--- src/rtl/jesd204b_8b10b_pkg.sv ---
// 8b/10b code tables and constants shared by the JESD204B TX encoder.
// Each table holds the RD- code; the RD+ code is derived from it by the complement rule below.
package jesd204b_8b10b_pkg;

  localparam logic [7:0] K28_5    = 8'hBC;
  localparam logic       RD_MINUS = 1'b0;
  localparam logic       RD_PLUS  = 1'b1;

  // 5b/6b RD- codes, abcdei with a in bit 5
  function automatic logic [5:0] enc_6b_rdm(input logic [4:0] edcba);
    logic [5:0] c;
    case (edcba)
      5'd0:  c = 6'b100111;
      5'd1:  c = 6'b011101;
      5'd2:  c = 6'b101101;
      5'd3:  c = 6'b110001;
      5'd4:  c = 6'b110101;
      5'd5:  c = 6'b101001;
      5'd6:  c = 6'b011001;
      5'd7:  c = 6'b111000;
      5'd8:  c = 6'b111001;
      5'd9:  c = 6'b100101;
      5'd10: c = 6'b010101;
      5'd11: c = 6'b110100;
      5'd12: c = 6'b001101;
      5'd13: c = 6'b101100;
      5'd14: c = 6'b011100;
      5'd15: c = 6'b010111;
      5'd16: c = 6'b011011;
      5'd17: c = 6'b100011;
      5'd18: c = 6'b010011;
      5'd19: c = 6'b110010;
      5'd20: c = 6'b001011;
      5'd21: c = 6'b101010;
      5'd22: c = 6'b011010;
      5'd23: c = 6'b111010;
      5'd24: c = 6'b110011;
      5'd25: c = 6'b100110;
      5'd26: c = 6'b010110;
      5'd27: c = 6'b110110;
      5'd28: c = 6'b001110;
      5'd29: c = 6'b101110;
      5'd30: c = 6'b011110;
      default: c = 6'b101011;
    endcase
    return c;
  endfunction

  function automatic logic unbal6(input logic [5:0] c);
    return $countones(c) != 3;
  endfunction

  function automatic logic unbal4(input logic [3:0] c);
    return $countones(c) != 2;
  endfunction

  // RD+ code is the complement for unbalanced codes and for the neutral-but-asymmetric D.07
  function automatic logic [5:0] enc_6b(input logic [4:0] edcba, input logic is_k28, input logic rd);
    logic [5:0] c;
    c = is_k28 ? 6'b001111 : enc_6b_rdm(edcba);
    if (rd == RD_PLUS && (unbal6(c) || c == 6'b111000))
      c = ~c;
    return c;
  endfunction

  // rd here is the RD after the 6b sub-block; K.x.1/2/5/6 use the complemented D code at RD-
  function automatic logic [3:0] enc_4b(input logic [2:0] hgf, input logic is_k,
                                        input logic use_a7, input logic rd);
    logic [3:0] c;
    case (hgf)
      3'd0: c = 4'b1011;
      3'd1: c = 4'b1001;
      3'd2: c = 4'b0101;
      3'd3: c = 4'b1100;
      3'd4: c = 4'b1101;
      3'd5: c = 4'b1010;
      3'd6: c = 4'b0110;
      default: c = use_a7 ? 4'b0111 : 4'b1110;
    endcase
    if (is_k && rd == RD_MINUS &&
        (hgf == 3'd1 || hgf == 3'd2 || hgf == 3'd5 || hgf == 3'd6))
      c = ~c;
    if (rd == RD_PLUS && (unbal4(c) || hgf == 3'd3))
      c = ~c;
    return c;
  endfunction

  function automatic logic k_supported(input logic [7:0] chr);
    return (chr[4:0] == 5'd28) || (chr == 8'hF7) || (chr == 8'hFB) ||
           (chr == 8'hFD) || (chr == 8'hFE);
  endfunction

endpackage

--- src/rtl/enc_8b10b_lookup.sv ---
// Combinational 8b/10b character lookup: character + K flag + RD in -> symbol, RD out, K error.
module enc_8b10b_lookup
  import jesd204b_8b10b_pkg::*;
(
  input  logic [7:0] data,
  input  logic       is_k,
  input  logic       rd_in,
  output logic [9:0] sym,
  output logic       rd_out,
  output logic       k_err
);

  logic       supported;
  logic [7:0] chr;
  logic [4:0] edcba;
  logic [2:0] hgf;
  logic [5:0] sb6;
  logic [3:0] sb4;
  logic       rd_mid;
  logic       use_a7;

  always_comb begin
    supported = !is_k || k_supported(data);
    chr       = supported ? data : K28_5;
    edcba     = chr[4:0];
    hgf       = chr[7:5];
    sb6       = enc_6b(edcba, is_k && (edcba == 5'd28), rd_in);
    rd_mid    = unbal6(sb6) ? ~rd_in : rd_in;
    // A7 avoids a run of five equal bits across the 6b/4b boundary
    use_a7    = is_k ||
                (rd_mid == RD_MINUS && (edcba == 5'd17 || edcba == 5'd18 || edcba == 5'd20)) ||
                (rd_mid == RD_PLUS  && (edcba == 5'd11 || edcba == 5'd13 || edcba == 5'd14));
    sb4       = enc_4b(hgf, is_k, use_a7, rd_mid);
    sym       = {sb6, sb4};
    rd_out    = unbal4(sb4) ? ~rd_mid : rd_mid;
    k_err     = !supported;
  end

endmodule

--- src/rtl/tx_8b10b_encoder.sv ---
// Registered JESD204B TX 8b/10b encoder with valid/ready on both sides and running-disparity tracking.
// Define TX_8B10B_ENCODER_PIPE2_EN for a two-stage (lookup, output) pipeline with 2-cycle latency.
module tx_8b10b_encoder
  import jesd204b_8b10b_pkg::*;
(
  input  logic       clk,
  input  logic       rst,
  input  logic       in_valid,
  output logic       in_ready,
  input  logic [7:0] in_data,
  input  logic       in_is_k,
  output logic       out_valid,
  input  logic       out_ready,
  output logic [9:0] out_sym,
  output logic       out_k_err,
  output logic       out_rd
);

  logic       rd_state;
  logic [9:0] lk_sym;
  logic       lk_rd;
  logic       lk_k_err;
  logic       in_fire;

  enc_8b10b_lookup u_lookup (
    .data   (in_data),
    .is_k   (in_is_k),
    .rd_in  (rd_state),
    .sym    (lk_sym),
    .rd_out (lk_rd),
    .k_err  (lk_k_err)
  );

  assign in_fire = in_valid && in_ready;

`ifdef TX_8B10B_ENCODER_PIPE2_EN
  logic       vld_p0, vld_p1;
  logic [9:0] sym_p0, sym_p1;
  logic       k_err_p0, k_err_p1;
  logic       rd_p0, rd_p1;
  logic       advance;

  assign advance  = !vld_p1 || out_ready;
  assign in_ready = advance || !vld_p0;

  always_ff @(posedge clk) begin
    if (rst) begin
      rd_state <= RD_MINUS;
      vld_p0   <= 1'b0;
      sym_p0   <= '0;
      k_err_p0 <= 1'b0;
      rd_p0    <= RD_MINUS;
      vld_p1   <= 1'b0;
      sym_p1   <= '0;
      k_err_p1 <= 1'b0;
      rd_p1    <= RD_MINUS;
    end else begin
      // stage 1 -> stage 2
      if (advance) begin
        vld_p1 <= vld_p0;
        if (vld_p0) begin
          sym_p1   <= sym_p0;
          k_err_p1 <= k_err_p0;
          rd_p1    <= rd_p0;
        end
      end
      // input -> stage 1
      if (in_fire) begin
        rd_state <= lk_rd;
        vld_p0   <= 1'b1;
        sym_p0   <= lk_sym;
        k_err_p0 <= lk_k_err;
        rd_p0    <= lk_rd;
      end else if (advance) begin
        vld_p0 <= 1'b0;
      end
    end
  end

  assign out_valid = vld_p1;
  assign out_sym   = sym_p1;
  assign out_k_err = k_err_p1;
  assign out_rd    = rd_p1;
`else
  logic       vld_p0;
  logic [9:0] sym_p0;
  logic       k_err_p0;

  assign in_ready = !vld_p0 || out_ready;

  always_ff @(posedge clk) begin
    if (rst) begin
      rd_state <= RD_MINUS;
      vld_p0   <= 1'b0;
      sym_p0   <= '0;
      k_err_p0 <= 1'b0;
    end else if (in_fire) begin
      // input -> output register
      rd_state <= lk_rd;
      vld_p0   <= 1'b1;
      sym_p0   <= lk_sym;
      k_err_p0 <= lk_k_err;
    end else if (out_ready) begin
      vld_p0 <= 1'b0;
    end
  end

  assign out_valid = vld_p0;
  assign out_sym   = sym_p0;
  assign out_k_err = k_err_p0;
  assign out_rd    = rd_state;
`endif

endmodule

--- config.mk ---
export PLATFORM = sky130hd
export DESIGN_NAME = tx_8b10b_encoder
export DESIGN_NICKNAME = d
export VERILOG_FILES = /design/src/rtl/jesd204b_8b10b_pkg.sv /design/src/rtl/enc_8b10b_lookup.sv /design/src/rtl/tx_8b10b_encoder.sv
export SDC_FILE = /design/constraint.sdc
export NUM_CORES = 1
export LEC_CHECK = 0
export CAP_MARGIN = 20
export CORE_MARGIN = 2
export CORE_UTILIZATION = 45
export DETAILED_ROUTE_END_ITERATION = 12
export HOLD_SLACK_MARGIN = 0.15
export PLACE_DENSITY = 0.73
export SETUP_SLACK_MARGIN = 0.2
export SYNTH_ARGS = -nofsm -noshare
export SYNTH_HDL_FRONTEND = slang
export SYNTH_SLANG_ARGS = --single-unit
--- constraint.sdc ---
create_clock -name clk -period 18 [get_ports clk]
set_input_delay 4.5 -clock clk [delete_from_list [all_inputs] [get_ports clk]]
set_output_delay 4.5 -clock clk [all_outputs]
set_load 0.005 [all_outputs]
After elaboration in Yosys (flattened, before gate mapping)
Memories as Yosys holds them, arrays and structs flattened.
Cells that the tools add are included.
- bits in registers: 13
- ROM bits: 192
- input port bits: 13
- output and inout bits: 14
- word-level logic and storage cells: 90
- memories: 1
- add/sub/neg operators: 16
- eq/ne operators: 23
- mux-type cells: 11
- bitwise operators: 5
- reductions and logical operators: 30
- memory list (name ; depth ; width ; read ports ; clocked after memory_dff ; write ports ; line ; source):
    (no name shown) ; 32 ; 6 ; 1 ; 0 ; 0 ; jesd204b_8b10b_pkg.sv:12 ; case (edcba)
- operators with widths (cell ; count):
    $add A32 B32 Y32 ; 6
    $ne A32 B3 Y1 const B ; 4
    $eq A8 B8 Y1 const B ; 4
    $pmux W4 S7 ; 1
    $eq A5 B5 Y1 const B ; 5
    $add A1 B1 Y2 ; 10
    $logic_or A1 B1 Y1 ; 17
    $eq A5 B4 Y1 const B ; 3
    $mux W4 ; 3
    $mux W6 ; 2
    $eq A3 B3 Y1 const B ; 3
    $logic_and A1 B1 Y1 ; 8
    $mux W8 ; 1
    $not A4 Y4 ; 2
    $eq A3 B2 Y1 const B ; 2
    $eq A6 B6 Y1 const B ; 1
    $not A6 Y6 ; 1
    $mux W1 ; 4
    $eq A3 B1 Y1 const B ; 1
    $logic_not A1 Y1 ; 3
    $logic_not A3 Y1 ; 1
    $not A1 Y1 ; 2
    $reduce_bool A2 Y1 ; 1

Depth between registers and ports, before layout
- word-level depth: 40
- mapped depth: 45
- gate-level depth less buffers: 42

Cells and area by module
From an unflattened synthesis, not the netlist that was laid out.
- cell total of the unflattened synthesis: 277
- area total of the unflattened synthesis: 2200.9 um2
- modules (own cells, without submodules) (module ; times used ; cells an instance ; area each (um2) ; sequential area each (um2)):
    enc_8b10b_lookup ; 1 ; 218 ; 1602.8 ; 0.0
    tx_8b10b_encoder ; 1 ; 59 ; 598.1 ; 260.2

Worst setup path before layout
No wires, ideal clock.
- path type: input-to-reg
- start: input in_data[7]
- end: register rd_state (netlist: out_rd)
- library setup time: 0.070 ns
- data arrival time: 12.969 ns
- data required time: 17.930 ns
- path slack: 4.960 ns
- cell stages on the path: 43
- buffers on the path: 3
- cells stage by stage: buf_2 and3_4 o21ai_2 o21ai_2 nand2_1 inv_1 ha_1 buf_2 mux2i_1 o21ai_0 a21o_1 a22oi_2 a2bb2oi_2 inv_1 ha_1 inv_1 fa_1 ha_1 [... 7 more ...] and4bb_4 mux2_2 maj3_1 nor3_1 a21oi_1 nand2_1 ha_1 ha_1 fa_1 nand2_1 o21ai_0 a32oi_1 fa_1 nor2_1 nand2_1 xor2_1 or3_1 a21oi_1
- cells in the longest elaborated chain, start to end: 40
- elaborated cells between the ends (all ways): 76
- classes of those cells: add/sub (16); eq/ne (22); mux (9); bitwise (4); reduce/logical (24); memory (1)
- ends and longest elaborated chain (element ; line ; source):
    from (decl) ; tx_8b10b_encoder.sv:10 ; input logic [7:0] in_data,
    $eq A8 B8 Y1 ; jesd204b_8b10b_pkg.sv:89 ; return (chr[4:0] == 5'd28) || (chr == 8'hF7) || (chr == 8'hFB) ||
    $logic_or A1 B1 Y1 (3 in series) ; jesd204b_8b10b_pkg.sv:89 ;
    $logic_or A1 B1 Y1 ; jesd204b_8b10b_pkg.sv:90 ; (chr == 8'hFD) || (chr == 8'hFE);
    $logic_or A1 B1 Y1 ; enc_8b10b_lookup.sv:23 ; supported = !is_k || k_supported(data);
    $mux W8 * ; enc_8b10b_lookup.sv:24 ; chr = supported ? data : K28_5;
    branches (longest 32 deep; another with $add A32 B32 Y32) ; n/a ;
    $mux W1 * ; enc_8b10b_lookup.sv:35 ; rd_out = unbal4(sb4) ? ~rd_mid : rd_mid;
    to (signal assigned) ; tx_8b10b_encoder.sv:99 ; rd_state <= lk_rd;
    to (decl) ; tx_8b10b_encoder.sv:19 ; logic rd_state;
Mark *: on every way between the ends.
A chain may end at the register's enable or synchronous reset.

Final worst setup path
- start: input in_data[2]
- end: register rd_state (netlist: out_rd)
- cells in the longest elaborated chain, start to end: 40
- elaborated cells between the ends (all ways): 77
- classes of those cells: add/sub (16); eq/ne (23); mux (9); bitwise (4); reduce/logical (24); memory (1)
- ends and longest elaborated chain (element ; line):
    $eq A8 B8 Y1 / $eq A5 B5 Y1 (equally long branches) ; jesd204b_8b10b_pkg.sv:89
    $logic_or A1 B1 Y1 (3 in series) ; jesd204b_8b10b_pkg.sv:89
    $logic_or A1 B1 Y1 ; jesd204b_8b10b_pkg.sv:90
    $logic_or A1 B1 Y1 ; enc_8b10b_lookup.sv:23
    $mux W8 * ; enc_8b10b_lookup.sv:24
    branches (longest 32 deep; another with $add A32 B32 Y32) ; n/a
    $mux W1 * ; enc_8b10b_lookup.sv:35
Marks and branches as above.

==> run_summary.xml <==
<?xml version="1.0" encoding="UTF-8"?>
<metrics>
  <group name="clock_tree">
    <metric name="cts_setup_buffers" unit="">0</metric>
    <metric name="postCtsHoldBufs" unit="">0</metric>
    <metric name="clk_pin_slew_worst_paths" unit="ns">0.05</metric>
    <metric name="clkSinkCount" unit="">13</metric>
    <metric name="insertion_delay" unit="ns">0.24</metric>
    <metric name="cts.repair.resized" unit="">0</metric>
    <metric name="cts-buffers-inserted" unit="">3</metric>
    <metric name="ctsHtreeMaxLevel" unit="">1</metric>
    <metric name="library_cell_used_as_clock_root_buffer" unit="">clkbuf_8</metric>
    <metric name="cts-root-to-sink-buffers" unit="">2</metric>
    <metric name="cts_tree" unit="">built</metric>
  </group>
  <group name="drt">
    <metric name="detail_route.wirelength.met1" unit="mm">1.95</metric>
    <metric name="totalWireLength" unit="mm">3.97</metric>
    <metric name="topRoutingLayerUsed" unit="">met4</metric>
    <metric name="wl_per_cell" unit="µm">13.1</metric>
    <metric name="routed_wire_length_on_met3" unit="µm">216</metric>
    <metric name="met2WireLength" unit="mm">1.79</metric>
    <metric name="detail-route-antenna-nets" unit="">0</metric>
    <metric name="vias_per_cell" unit="">5.70</metric>
    <metric name="drt_first_pass_iters" unit="">4</metric>
    <metric name="remaining_drc_errors" unit="">0</metric>
    <metric name="drt-initial-drc-count" unit="">69</metric>
    <metric name="vias" unit="">1722</metric>
  </group>
  <group name="finish">
    <metric name="drive_above_1_share" unit="%">9.13</metric>
    <metric name="area.growth.synth_to_final" unit="%">15.2</metric>
    <metric name="antenna-diode-count" unit="">0</metric>
    <metric name="finalNetCount" unit="">289</metric>
    <metric name="filler_cell_count" unit="">402</metric>
  </group>
  <group name="global_routing">
    <metric name="grt_pass1_wl" unit="mm">6.92</metric>
    <metric name="grt_start_max_net_pins" unit="">19</metric>
    <metric name="number_of_antenna_violations_at_the_first_check_in_global_routing" unit="">0</metric>
    <metric name="globalRoute.totalOverflow" unit="">0</metric>
    <metric name="first_global_vias" unit="">1500</metric>
    <metric name="groute.usage.overall" unit="%">19.1</metric>
  </group>
  <group name="timing">
    <metric name="rsz0062_at_grt" unit="">no</metric>
    <metric name="achievable-frequency" unit="MHz">69.0</metric>
    <metric name="time_the_final_worst_path_needs_with_i_o_delays_and_setup" unit="ns">14.49</metric>
    <metric name="pin_slew_with_the_least_headroom_to_its_limit" unit="ns">0.718</metric>
    <metric name="finalSetupTns" unit="ns">0</metric>
    <metric name="hold_viol_final" unit="">0</metric>
    <metric name="layout_worst_path_cycle_share" unit="%">80.5</metric>
    <metric name="slew_headroom" unit="%">52.0</metric>
    <metric name="final_report_max_slew_violation_count" unit="">0</metric>
    <metric name="fin_skew" unit="ns">0.00115</metric>
    <metric name="final-setup-viol-count" unit="">0</metric>
  </group>
  <group name="status">
    <metric name="run_status" unit="">finished clean</metric>
  </group>
  <group name="die">
    <metric name="initial_core_util" unit="%">46.6</metric>
    <metric name="boundaryPins" unit="">27</metric>
    <metric name="die-area" unit="µm²">4670</metric>
    <metric name="core-area" unit="µm²">4000</metric>
    <metric name="core.rowCount" unit="">23</metric>
    <metric name="overall_die_height" unit="µm">68.4</metric>
    <metric name="die-width" unit="µm">68.4</metric>
  </group>
  <group name="critical_path">
    <metric name="critPathMaxStageDelay" unit="ns">0.93</metric>
    <metric name="slowest_stage" unit="">clkdlybuf4s50_1</metric>
    <metric name="criticalPathCategory" unit="">input pin to register</metric>
    <metric name="arrival" unit="ns">14.65</metric>
    <metric name="critPathCaptureType" unit="">register</metric>
    <metric name="crit_path_max_fanout" unit="">18</metric>
    <metric name="critical_path.most_common_cell" unit="">ha_1</metric>
    <metric name="start_kind" unit="">input pin</metric>
    <metric name="cp_data_required_time" unit="ns">18.17</metric>
  </group>
  <group name="yosys">
    <metric name="synthFlopType" unit="">dfxtp_1</metric>
    <metric name="share_of_async_settable_or_async_resettable_flops_after_synthesis" unit="%">0</metric>
    <metric name="synth.lib_cells_used.distinct" unit="">65</metric>
    <metric name="synth-seq-area-share" unit="%">14.0</metric>
    <metric name="count_of_flip_flops_with_a_built_in_enable_after_synthesis" unit="">0</metric>
    <metric name="netlist_instances" unit="">237</metric>
    <metric name="yosysTopAreaCellShare" unit="%">14.0</metric>
    <metric name="synth_area_per_cell" unit="µm²">7.87</metric>
    <metric name="syn_nets" unit="">273</metric>
    <metric name="yosysMostFrequentCell" unit="">nor2_1</metric>
    <metric name="combined_area_of_all_synthesized_cells" unit="µm²">1860</metric>
    <metric name="netlist_top_cells_count" unit="">nor2_1, nand2_1, ha_1</metric>
    <metric name="synth.top_cells.by_area" unit="">dfxtp_1, ha_1, nor2_1</metric>
    <metric name="yosysWarningCount" unit="">0</metric>
    <metric name="synth-seq-cells" unit="">13</metric>
    <metric name="netlist.top_cell.by_area" unit="">dfxtp_1</metric>
  </group>
  <group name="pwr">
    <metric name="vdd_drop_max" unit="mV">0.0871</metric>
    <metric name="power.density" unit="nW/µm²">95.9</metric>
    <metric name="static_leakage" unit="nW">0.869</metric>
    <metric name="power" unit="mW">0.206</metric>
  </group>
  <group name="worst_hold_path">
    <metric name="worst_hold_path_type" unit="">register to register</metric>
  </group>
  <group name="placement">
    <metric name="dp.final_hpwl" unit="mm">3.15</metric>
    <metric name="gp_congestion" unit="">0.870</metric>
    <metric name="io_buffer_count" unit="">26</metric>
  </group>
  <group name="flow_run">
    <metric name="timing.max_cap.violations" unit="">0</metric>
  </group>
</metrics>
critical path: cells and delay by family:
family | cells | cell delay (ns)
mux | 3 | 0.65
simple gates | 12 | 2.39
fa+ha+maj | 11 | 3.84
buf+inv | 4 | 1.17
xor+xnor | 1 | 0.15
compound gates | 10 | 1.93
kinds of logic after synthesis:
family                     synth area share (%)
muxes                                      4.03
and+or+nand+nor                            22.8
adders and majority gates                  18.0
DFF                                        14.0
xor gates and xnor gates                   4.77
buffers and inverters                      7.58
AOI/OAI and AO/OA                          28.9
through the flow:
stage               area (µm²)  std cells  setup slack, ns  util (%)  hold WS [ns]
floorplan                 1860        237             4.96         -         0.466
CTS                       2150        302             3.51      53.7         0.475
finish                    2150        302             3.51      53.7         0.469
global placement          2100        298             3.37      52.5         0.467
detailed placement        2100        298             3.29      52.5         0.467
global route              2150        302             2.64      53.7         0.497
power breakdown:
| part | leakage (nW) | switching (mW) | internal (mW) | total, mW |
|---|---|---|---|---|
| logic | 0.738 | 0.0754 | 0.0682 | 0.144 |
| clock network | 0.0228 | 0.00961 | 0.0156 | 0.0252 |
| registers | 0.108 | 0.00310 | 0.0341 | 0.0372 |
layer usage:
metal	up-vias	global-route usage, %
li1	892	-
met1	784	28.4
met2	44	28.9
met3	2	3.78
met4	0	2.75
met5	-	0
path summary, 6_finish.rpt:
check                                              from                 endpoint  slack (ns)  depth (start not counted)
worst max register to register      out_rd$_SDFFE_PP0P_      out_rd$_SDFFE_PP0P_       11.62                         23
worst min-delay path            out_sym[2]$_SDFFE_PP0P_  out_sym[2]$_SDFFE_PP0P_        0.47                          2
worst min register to register  out_sym[2]$_SDFFE_PP0P_  out_sym[2]$_SDFFE_PP0P_        0.47                          2
worst max-delay path                         in_data[2]      out_rd$_SDFFE_PP0P_        3.51                         41
sequential cells by signal, indices dropped and copies added, names as in the netlist:
signal / count
out_k_err: 1
out_sym: 10
out_valid: 1
out_rd: 1
area by class of cell:
type | count | area [µm²] | area share (%)
inverters | 15 | 56.3 | 2.62
multi-input cells | 194 | 1460 | 68.1
well taps | 50 | 62.6 | 2.91
clock buffers | 4 | 45.0 | 2.10
flip-flops and latches | 13 | 260 | 12.1
repair buffers | 26 | 260 | 12.1
cell usage in the layout (no fill, tap or decap), types with 3 or more instances in the layout:
master	n
mux2i_1	3
a211oi_1	7
clkdlybuf4s50_1	26
o21ai_1	3
inv_1	15
a21oi_1	12
nand2_1	19
dfxtp_1	13
nor3_1	6
o21ai_2	3
fa_1	5
o21a_1	3
nor2_1	29
xnor2_1	4
xor2_1	3
nand3_1	7
o21ai_0	11
a32oi_1	3
nand2b_1	4
clkbuf_8	3
ha_1	18
No activity file was read; power rests on OpenSTA's default activity.
